[src/rtl/uart_tx_scheduler.sv]
// uart_tx_scheduler: shares one UART transmitter among N_REQ byte producers.
// Round-robin arbitration, optional lock for multi-byte messages, and a
// watchdog that aborts a byte the transmitter never completes.
// Ports:
//   clk, rst          clock, asynchronous active-high reset
//   req, lock, data   per-requester byte-valid, keep-grant flag, packed bytes
//   ack               one-cycle pulse to the requester whose byte finished
//   tx_start, tx_data start pulse and byte towards the transmitter
//   tx_busy, tx_done  transmitter status and stop-bit-finished pulse
//   grant_id          index of current/last owner
//   timeout_err       one-cycle pulse on watchdog abort
module uart_tx_scheduler #(
   parameter int unsigned N_REQ   = 4,
   parameter int unsigned DATA_W  = 8,
   parameter int unsigned TIMEOUT = 2047
) (
   input  logic                        clk,
   input  logic                        rst,
   input  logic [N_REQ-1:0]            req,
   input  logic [N_REQ-1:0]            lock,
   input  logic [N_REQ*DATA_W-1:0]     data,
   output logic [N_REQ-1:0]            ack,
   output logic                        tx_start,
   output logic [DATA_W-1:0]           tx_data,
   input  logic                        tx_busy,
   input  logic                        tx_done,
   output logic [$clog2(N_REQ)-1:0]    grant_id,
   output logic                        timeout_err
);

   localparam int unsigned ID_W = $clog2(N_REQ);
   localparam int unsigned WD_W = $clog2(TIMEOUT + 1);

   typedef enum logic [1:0] {
      S_IDLE  = 2'd0,
      S_START = 2'd1,
      S_WAIT  = 2'd2,
      S_DONE  = 2'd3
   } state_t;

   state_t              r_state, w_state;
   logic [ID_W-1:0]     r_ptr, w_ptr;
   logic                r_locked, w_locked;
   logic [ID_W-1:0]     r_grant, w_grant;
   logic [DATA_W-1:0]   r_tx_data, w_tx_data;
   logic [WD_W-1:0]     r_wd, w_wd;
   logic [N_REQ-1:0]    r_ack, w_ack;
   logic                r_tx_start, w_tx_start;
   logic                r_timeout, w_timeout;

   logic [DATA_W-1:0]   w_bytes [N_REQ];
   logic [ID_W-1:0]     w_arb_win;
   logic                w_arb_hit;
   logic [ID_W-1:0]     w_win;
   int unsigned         w_idx;

   // Unpack the flat data bus into one byte per requester.
   for (genvar g = 0; g < N_REQ; g++) begin : g_unpack
      assign w_bytes[g] = data[g*DATA_W +: DATA_W];
   end

   // Winner: the locked owner if it still requests, else first req at or after ptr.
   always_comb begin
      w_arb_win = '0;
      w_arb_hit = 1'b0;
      w_idx     = 0;
      for (int unsigned k = 0; k < N_REQ; k++) begin
         w_idx = (32'(r_ptr) + k) % N_REQ;
         if (!w_arb_hit && req[ID_W'(w_idx)]) begin
            w_arb_hit = 1'b1;
            w_arb_win = ID_W'(w_idx);
         end
      end
      w_win = (r_locked && req[r_grant]) ? r_grant : w_arb_win;
   end

   // Next-state and registered-output logic.
   always_comb begin
      w_state    = r_state;
      w_ptr      = r_ptr;
      w_locked   = r_locked;
      w_grant    = r_grant;
      w_tx_data  = r_tx_data;
      w_wd       = r_wd;
      w_ack      = '0;
      w_tx_start = 1'b0;
      w_timeout  = 1'b0;
      case (r_state)
         S_IDLE: begin
            // An owner that dropped req loses its lock; arbitration stays normal.
            if (r_locked && !req[r_grant]) w_locked = 1'b0;
            if ((|req) && !tx_busy) begin
               w_tx_data  = w_bytes[w_win];
               w_grant    = w_win;
               w_ptr      = (w_win == ID_W'(N_REQ - 1)) ? '0 : w_win + ID_W'(1);
               w_locked   = lock[w_win];
               w_wd       = '0;
               w_tx_start = 1'b1;
               w_state    = S_START;
            end
         end
         S_START: begin
            // wd counts cycles since tx_start, so it reaches TIMEOUT after TIMEOUT waits.
            w_wd    = r_wd + WD_W'(1);
            w_state = S_WAIT;
         end
         S_WAIT: begin
            if (tx_done) begin
               w_ack   = N_REQ'(1) << r_grant;
               w_state = S_DONE;
            end else if (r_wd == WD_W'(TIMEOUT)) begin
               w_timeout = 1'b1;
               w_locked  = 1'b0;
               w_state   = S_IDLE;
            end else begin
               w_wd = r_wd + WD_W'(1);
            end
         end
         S_DONE: begin
            w_locked = lock[r_grant];
            w_state  = S_IDLE;
         end
         default: w_state = S_IDLE;
      endcase
   end

   // State and output registers.
   always_ff @(posedge clk or posedge rst) begin
      if (rst) begin
         r_state    <= S_IDLE;
         r_ptr      <= '0;
         r_locked   <= 1'b0;
         r_grant    <= '0;
         r_tx_data  <= '0;
         r_wd       <= '0;
         r_ack      <= '0;
         r_tx_start <= 1'b0;
         r_timeout  <= 1'b0;
      end else begin
         r_state    <= w_state;
         r_ptr      <= w_ptr;
         r_locked   <= w_locked;
         r_grant    <= w_grant;
         r_tx_data  <= w_tx_data;
         r_wd       <= w_wd;
         r_ack      <= w_ack;
         r_tx_start <= w_tx_start;
         r_timeout  <= w_timeout;
      end
   end

   assign ack         = r_ack;
   assign tx_start    = r_tx_start;
   assign tx_data     = r_tx_data;
   assign grant_id    = r_grant;
   assign timeout_err = r_timeout;

endmodule

[config.mk]
export PLATFORM = sky130hd
export DESIGN_NAME = uart_tx_scheduler
export DESIGN_NICKNAME = d
export VERILOG_FILES = /design/src/rtl/uart_tx_scheduler.sv
export SDC_FILE = /design/constraint.sdc
export NUM_CORES = 1
export LEC_CHECK = 0
export CELL_PAD_IN_SITES_DETAIL_PLACEMENT = 0
export CELL_PAD_IN_SITES_GLOBAL_PLACEMENT = 1
export CORE_UTILIZATION = 38
export CTS_CLUSTER_SIZE = 30
export DETAILED_ROUTE_END_ITERATION = 7
export HOLD_SLACK_MARGIN = 0.05
export PLACE_DENSITY_LB_ADDON = 0.1
export SLEW_MARGIN = 10
export SYNTH_ARGS = -nofsm -noshare
export SYNTH_HDL_FRONTEND = slang
export SYNTH_SLANG_ARGS = --single-unit
[constraint.sdc]
create_clock -name clk -period 5.15 [get_ports clk]
set_clock_uncertainty 0.15 [all_clocks]
set_input_delay 0.515 -clock clk [delete_from_list [all_inputs] [get_ports clk]]
set_output_delay 0.515 -clock clk [all_outputs]
set_load 0.005 [all_outputs]
==> out/results.txt, run 1 <==
Syn Inst Count: 186
post-synthesis simple-gate area fraction: 16.1%
First-pass DRT Iterations: 4
warnings from Yosys: 0
routed vias/inst: 5.21
FF-to-FF Start: grant_id[0]
worst r2r path cells: 6
crit-path max FO: 15
# Post-CTS Setup Buffers: 0
Final HPWL DP: 3570 um
met3 GRT Util: 5.35%
Post-Syn Area: 1950 sq um
Syn-to-layout area delta: 37.9%
largest family of logic cells by synthesized area: multiplexers
Die H: 73.7 um
cts hold-fix bufs: 0
Area contributors post-synth: dfrtp_1, mux4_2, mux2_4, mux4_1, ha_1
syn_area_per_cell: 10.5 sq um
Post-synth EDFFs: 0
largest net degree at the start of global routing: 33
CTS resizes: 0
clk buf depth: 2
Distinct cells, synth: 42
RSZ-0062 raised after global routing: no
placed cell count: 306
area of the multi-input gates: 1070 sq um
Worst R2R End: tx_data[2]
Initial Util: 40.5%
GRT Max-Usage Layer: met2
clk_lat worst skew: 0.28 ns
hold wc startpoint: r_wd[8]
outcome: complete, no violations
ANT nets after route: 0
global routing usage on met1: 25.9%
CTS Sinks: 32
WS Path Type: in2reg
#FFs+latches synth: 32
pre-CTS WS: 2.08 ns
hold depth: 1
Synth area leader: dfrtp_1
initial antenna violation count: 0
leakage power: 1.13 nW
Worst-path clk slew: 0.07 ns
Fillers: 449
Final WS setup: 2.39 ns
setup violators final: 0
max-slew violation count: 0
Vias: 1635
critical path arrival: 2.78 ns
post-DR wirelength/cell: 15.6 um
period utilization: 53.7%
Clock Tree Root: clkbuf_8
mux cell area share after synthesis: 19.7%
Max-Cap Viols: 0
syn nets: 235
# nets final: 295
final hold viol count: 0
Total GRT Usage: 19.9%
overall routed net length: 4910 um
Slew HR: 45.7%
share of cells above drive strength 1: 12.6%
DRT iter0 DRCs: 79
post-synth top area share: 41.0%
Post-Synth XOR/XNOR Area: 0.449%
register area share after synthesis: 41.0%
Worst VDD drop: 0.267 mV
Hold WC Path Type: reg2reg
pwr/cell area: 504 nW/um^2
Post-Synth Adder-Cell Area: 3.21%
io pins: 60
Final Wtd Congestion: 0.822
compound-cell area share of the yosys netlist: 15.3%
Setup crit end kind: register
DIE WIDTH: 73.7 um
worst reg2reg setup slack: 2.52 ns
std cell rows: 25
DRC Markers: 0
WHS Endpoint: r_wd[8]
min cycle time layout: 2.76 ns
vias in the first global route: 1609
final setup TNS: 0 ns
Congestion Overflow GR: 0
number of buffers created by CTS: 5
Die ar.: 5430 sq um
first-pass GRT wire length: 7930 um
Reg area: 801 sq um
Main synth FF type: dfrtp_1
CTS tree: done
Startpoint Class: input port
Post-synth ARST share: 100%
H-Tree Level Count: 2
CP required: 5.17 ns
fmax: 362 MHz
post-layout util: 55.9%
diodes inserted: 0
port bufs: 59
Core Box Area: 4820 sq um
routing usage on met2: 31.7%
Slew @ Worst Pin: 0.814 ns
Finished Layout Cells: 314
==> how the worst max path moves through the flow <==
stage | startpoint | endpoint | slack [ns] | depth (start not counted)
finish | req[1] | r_wd[9] | 2.39 | 8
CTS | req[1] | r_wd[9] | 2.38 | 8
global placement | req[1] | r_wd[9] | 2.15 | 8
floorplan | grant_id[0] | tx_data[3] | 2.68 | 8
detailed placement | req[1] | r_wd[9] | 2.08 | 8
global route | req[1] | r_wd[9] | 2.23 | 8
==> final cells by class <==
class | count | area share, %
Clock buffer | 6 | 3.07
Clock inverter | 2 | 0.372
Inverter | 9 | 1.25
Multi-Input combinational cell | 136 | 39.7
Sequential cell | 32 | 29.7
Tap cell | 67 | 3.11
Timing Repair Buffer | 62 | 22.8
==> layer usage <==
layer	share of wire (%)	vias to the layer above	wire [um]
li1	-	807	-
met1	47	774	2330
met2	45	48	2220
met3	5.8	6	287
met4	1.6	0	81
met5	0	-	0
==> cells in the mapped netlist, types with 2 or more instances <==
cell	number
a21oi_1	9
dfrtp_1	32
mux2_2	4
nand2b_1	4
and2_1	6
a31oi_1	2
clkbuf_1	6
nand2_1	14
a21o_1	2
mux4_1	3
o211ai_1	2
nor2b_1	3
ha_1	5
a22o_1	2
o22ai_1	2
mux2i_1	2
o21ai_0	12
nand3_1	8
nor3_1	3
mux4_2	6
o31ai_1	6
buf_6	2
mux2_4	7
and4_1	2
nand4_1	2
nor2_1	16
inv_1	9
==> layout by cell type, fill, tap and decap left out, types with 3 or more instances in the layout <==
cell type        count
a21oi_1              9
and2_1               6
buf_4                3
clkbuf_8             6
clkdlybuf4s50_1     59
dfrtp_1             32
ha_1                 5
inv_1                9
mux2_2               4
mux2_4               7
mux4_1               3
mux4_2               6
nand2_1             14
nand2b_1             4
nand3_1              8
nor2_1              16
nor2b_1              3
nor3_1               3
o21ai_0             12
o31ai_1              6
==> kinds of logic (layout without fill, tap and decap cells) <==
family,Yosys count,in the layout
compound gates,45,45
xor+xnor,1,1
fa+ha+maj,5,5
buf+inv,18,79
flops,32,32
mux,22,22
simple gates,63,63
==> registers in the layout (all words and copies together) (netlist names) <==
| register | cells |
|---|---|
| r_wd | 11 |
| tx_start | 1 |
| r_locked | 1 |
| timeout_err | 1 |
| grant_id | 2 |
| tx_data | 8 |
| ack | 4 |
| r_state | 2 |
| r_ptr | 2 |
==> stage by stage <==
stage	hold slack, ns	power (W)	area [sq um]
6_report	0.362	0.00136	2690
2_1_floorplan	0.310	0.000930	1950
5_1_grt	0.390	0.00148	2690
4_1_cts	0.363	0.00138	2690
3_3_place_gp	0.342	0.00114	2600
3_5_place_dp	0.354	0.00117	2600
==> critical path: stages <==
cell and delay (ns):
clkdlybuf4s50_1 0.51, nor4_1 0.65, o21ai_0 0.27, o21ai_0 0.14
buf_4 0.23, nor2_1 0.05, mux2_2 0.25, a22o_1 0.18
==> power by group <==
part	internal, W	switching [W]
Clock	0.000106	0.0000908
Combinational	0.000408	0.000342
Sequential	0.000330	0.0000790
Total	0.000844	0.000512
Note: power is estimated with default switching activity, not from simulation.
==> run 2: changes to the inputs <==
Settings changed: CORE_UTILIZATION 38 to 35.
Clock period 5.15 ns to 2.8 ns, I/O delays scaled along.
==> run 2 against run 1 <==
Final area rose by 2.0%. Via count rose by 2.0%. Combinational power rose by 93%. Total power rose by 88%. Critical endpoint is now tx_data[7]. Critical path depth fell by 1. Final cell count rose by 2.9%.
==> out/results.txt, run 2 (synthesized netlist as in run 1, its figures left out) <==
initial antenna violation count: 0
Startpoint Class: input port
Worst-path clk slew: 0.07 ns
Total GRT Usage: 18.1%
design area: 2750 sq um
Slew HR: 72.5%
Die ar.: 5880 sq um
CTS tree: done
CTS Sinks: 32
Die H: 76.7 um
DIE WIDTH: 76.7 um
clk buf depth: 2
Syn-to-layout area delta: 40.7%
clk_lat worst skew: 0.28 ns
min cycle time layout: 2.49 ns
Final HPWL DP: 3470 um
leakage power: 1.16 nW
DRT iter0 DRCs: 46
Placed Area: 2650 sq um
critical path arrival: 2.51 ns
period utilization: 88.9%
std cell rows: 26
port bufs: 59
setup violators final: 0
Congestion Overflow GR: 0
max reg flops: 11
fmax: 402 MHz
most common cell after layout, fill and taps aside: clkdlybuf4s50_1
vias in the first global route: 1661
final hold viol count: 0
Core Box Area: 5240 sq um
Finished Layout Cells: 323
Max-Cap Viols: 0
Hold Worst Slack: 0.238 ns
# nets final: 301
share of cells above drive strength 1: 15.0%
First-pass DRT Iterations: 4
# Post-CTS Setup Buffers: 0
WS Path Type: in2reg
H-Tree Level Count: 2
post-DR wirelength/cell: 15.1 um
Vias: 1668
Clock Tree Root: clkbuf_8
crit-path max FO: 12
diodes inserted: 0
CTS resizes: 0
most frequent cells in the layout: clkdlybuf4s50_1, dfrtp_1, nor2_1
cts hold-fix bufs: 0
Setup crit end kind: register
routed vias/inst: 5.16
largest net degree at the start of global routing: 33
Hold WC Path Type: in2async
Worst VDD drop: 0.371 mV
placed cell count: 315
Initial Util: 37.3%
outcome: complete, no violations
ANT nets after route: 0
final setup TNS: 0 ns
io pins: 60
Most flops, register: r_wd
DRC Markers: 0
overall routed net length: 4880 um
number of buffers created by CTS: 5
Slew @ Worst Pin: 0.412 ns
first-pass GRT wire length: 8420 um
CP required: 2.82 ns
max-slew violation count: 0
RSZ-0062 raised after global routing: no
pwr/cell area: 926 nW/um^2
Final Wtd Congestion: 0.808
[run 2: where the power goes]
part	internal, W	switching [W]	leakage, nW	total (W)
logic	0.000790	0.000663	0.702	0.00145
registers	0.000607	0.000109	0.411	0.000716
clock network	0.000196	0.000178	0.0510	0.000375
[run 2: final timing paths]
kind	start	end	slack, ns	depth (start not counted)
max in group asynchronous	rst	r_ptr[1]	1.97	3
hold reg to reg	r_wd[8]	r_wd[8]	0.36	1
min in group clk	r_wd[8]	r_wd[8]	0.36	1
setup reg to reg	grant_id[0]	tx_data[7]	0.37	6
hold / removal	rst	tx_start	0.24	3
setup / recovery	req[1]	tx_data[7]	0.31	7
[run 2: cell type report]
type / instances / area, sq um
Clock inverter: 2 / 10.0
Inverter: 9 / 33.8
Sequential cell: 32 / 801
Clock buffer: 6 / 82.6
Timing Repair Buffer: 68 / 658
Tap cell: 70 / 87.6
Fill cell: 485 / 2490
Multi-Input combinational cell: 136 / 1070
[run 2: metal layers]
metal | global-route usage, % | part of all wire [%] | up-vias | wire [um]
met2 | 28.8 | 46 | 57 | 2260
li1 | - | - | 816 | -
met4 | 4.62 | 0.55 | 0 | 27
met5 | 0 | 0 | - | 0
met1 | 24.6 | 47 | 793 | 2310
met3 | 4.40 | 5.9 | 2 | 287
[run 2: critical path, cell delays in order]
cell and delay (ns):
clkdlybuf4s50_1 0.59, mux2i_1 0.17, o2bb2ai_2 0.19, a211o_1 0.16, and2_4 0.28, mux4_1 0.56, mux2_2 0.27
[run 2: per-stage QoR]
stage	setup WS (ns)	utilization (%)	total power (W)
6_report	0.310	52.4	0.00254
5_1_grt	0.191	52.4	0.00277
4_1_cts	0.309	52.4	0.00258
3_5_place_dp	0.0168	50.7	0.00219
3_3_place_gp	0.0729	50.7	0.00218
2_1_floorplan	0.327	-	0.00171
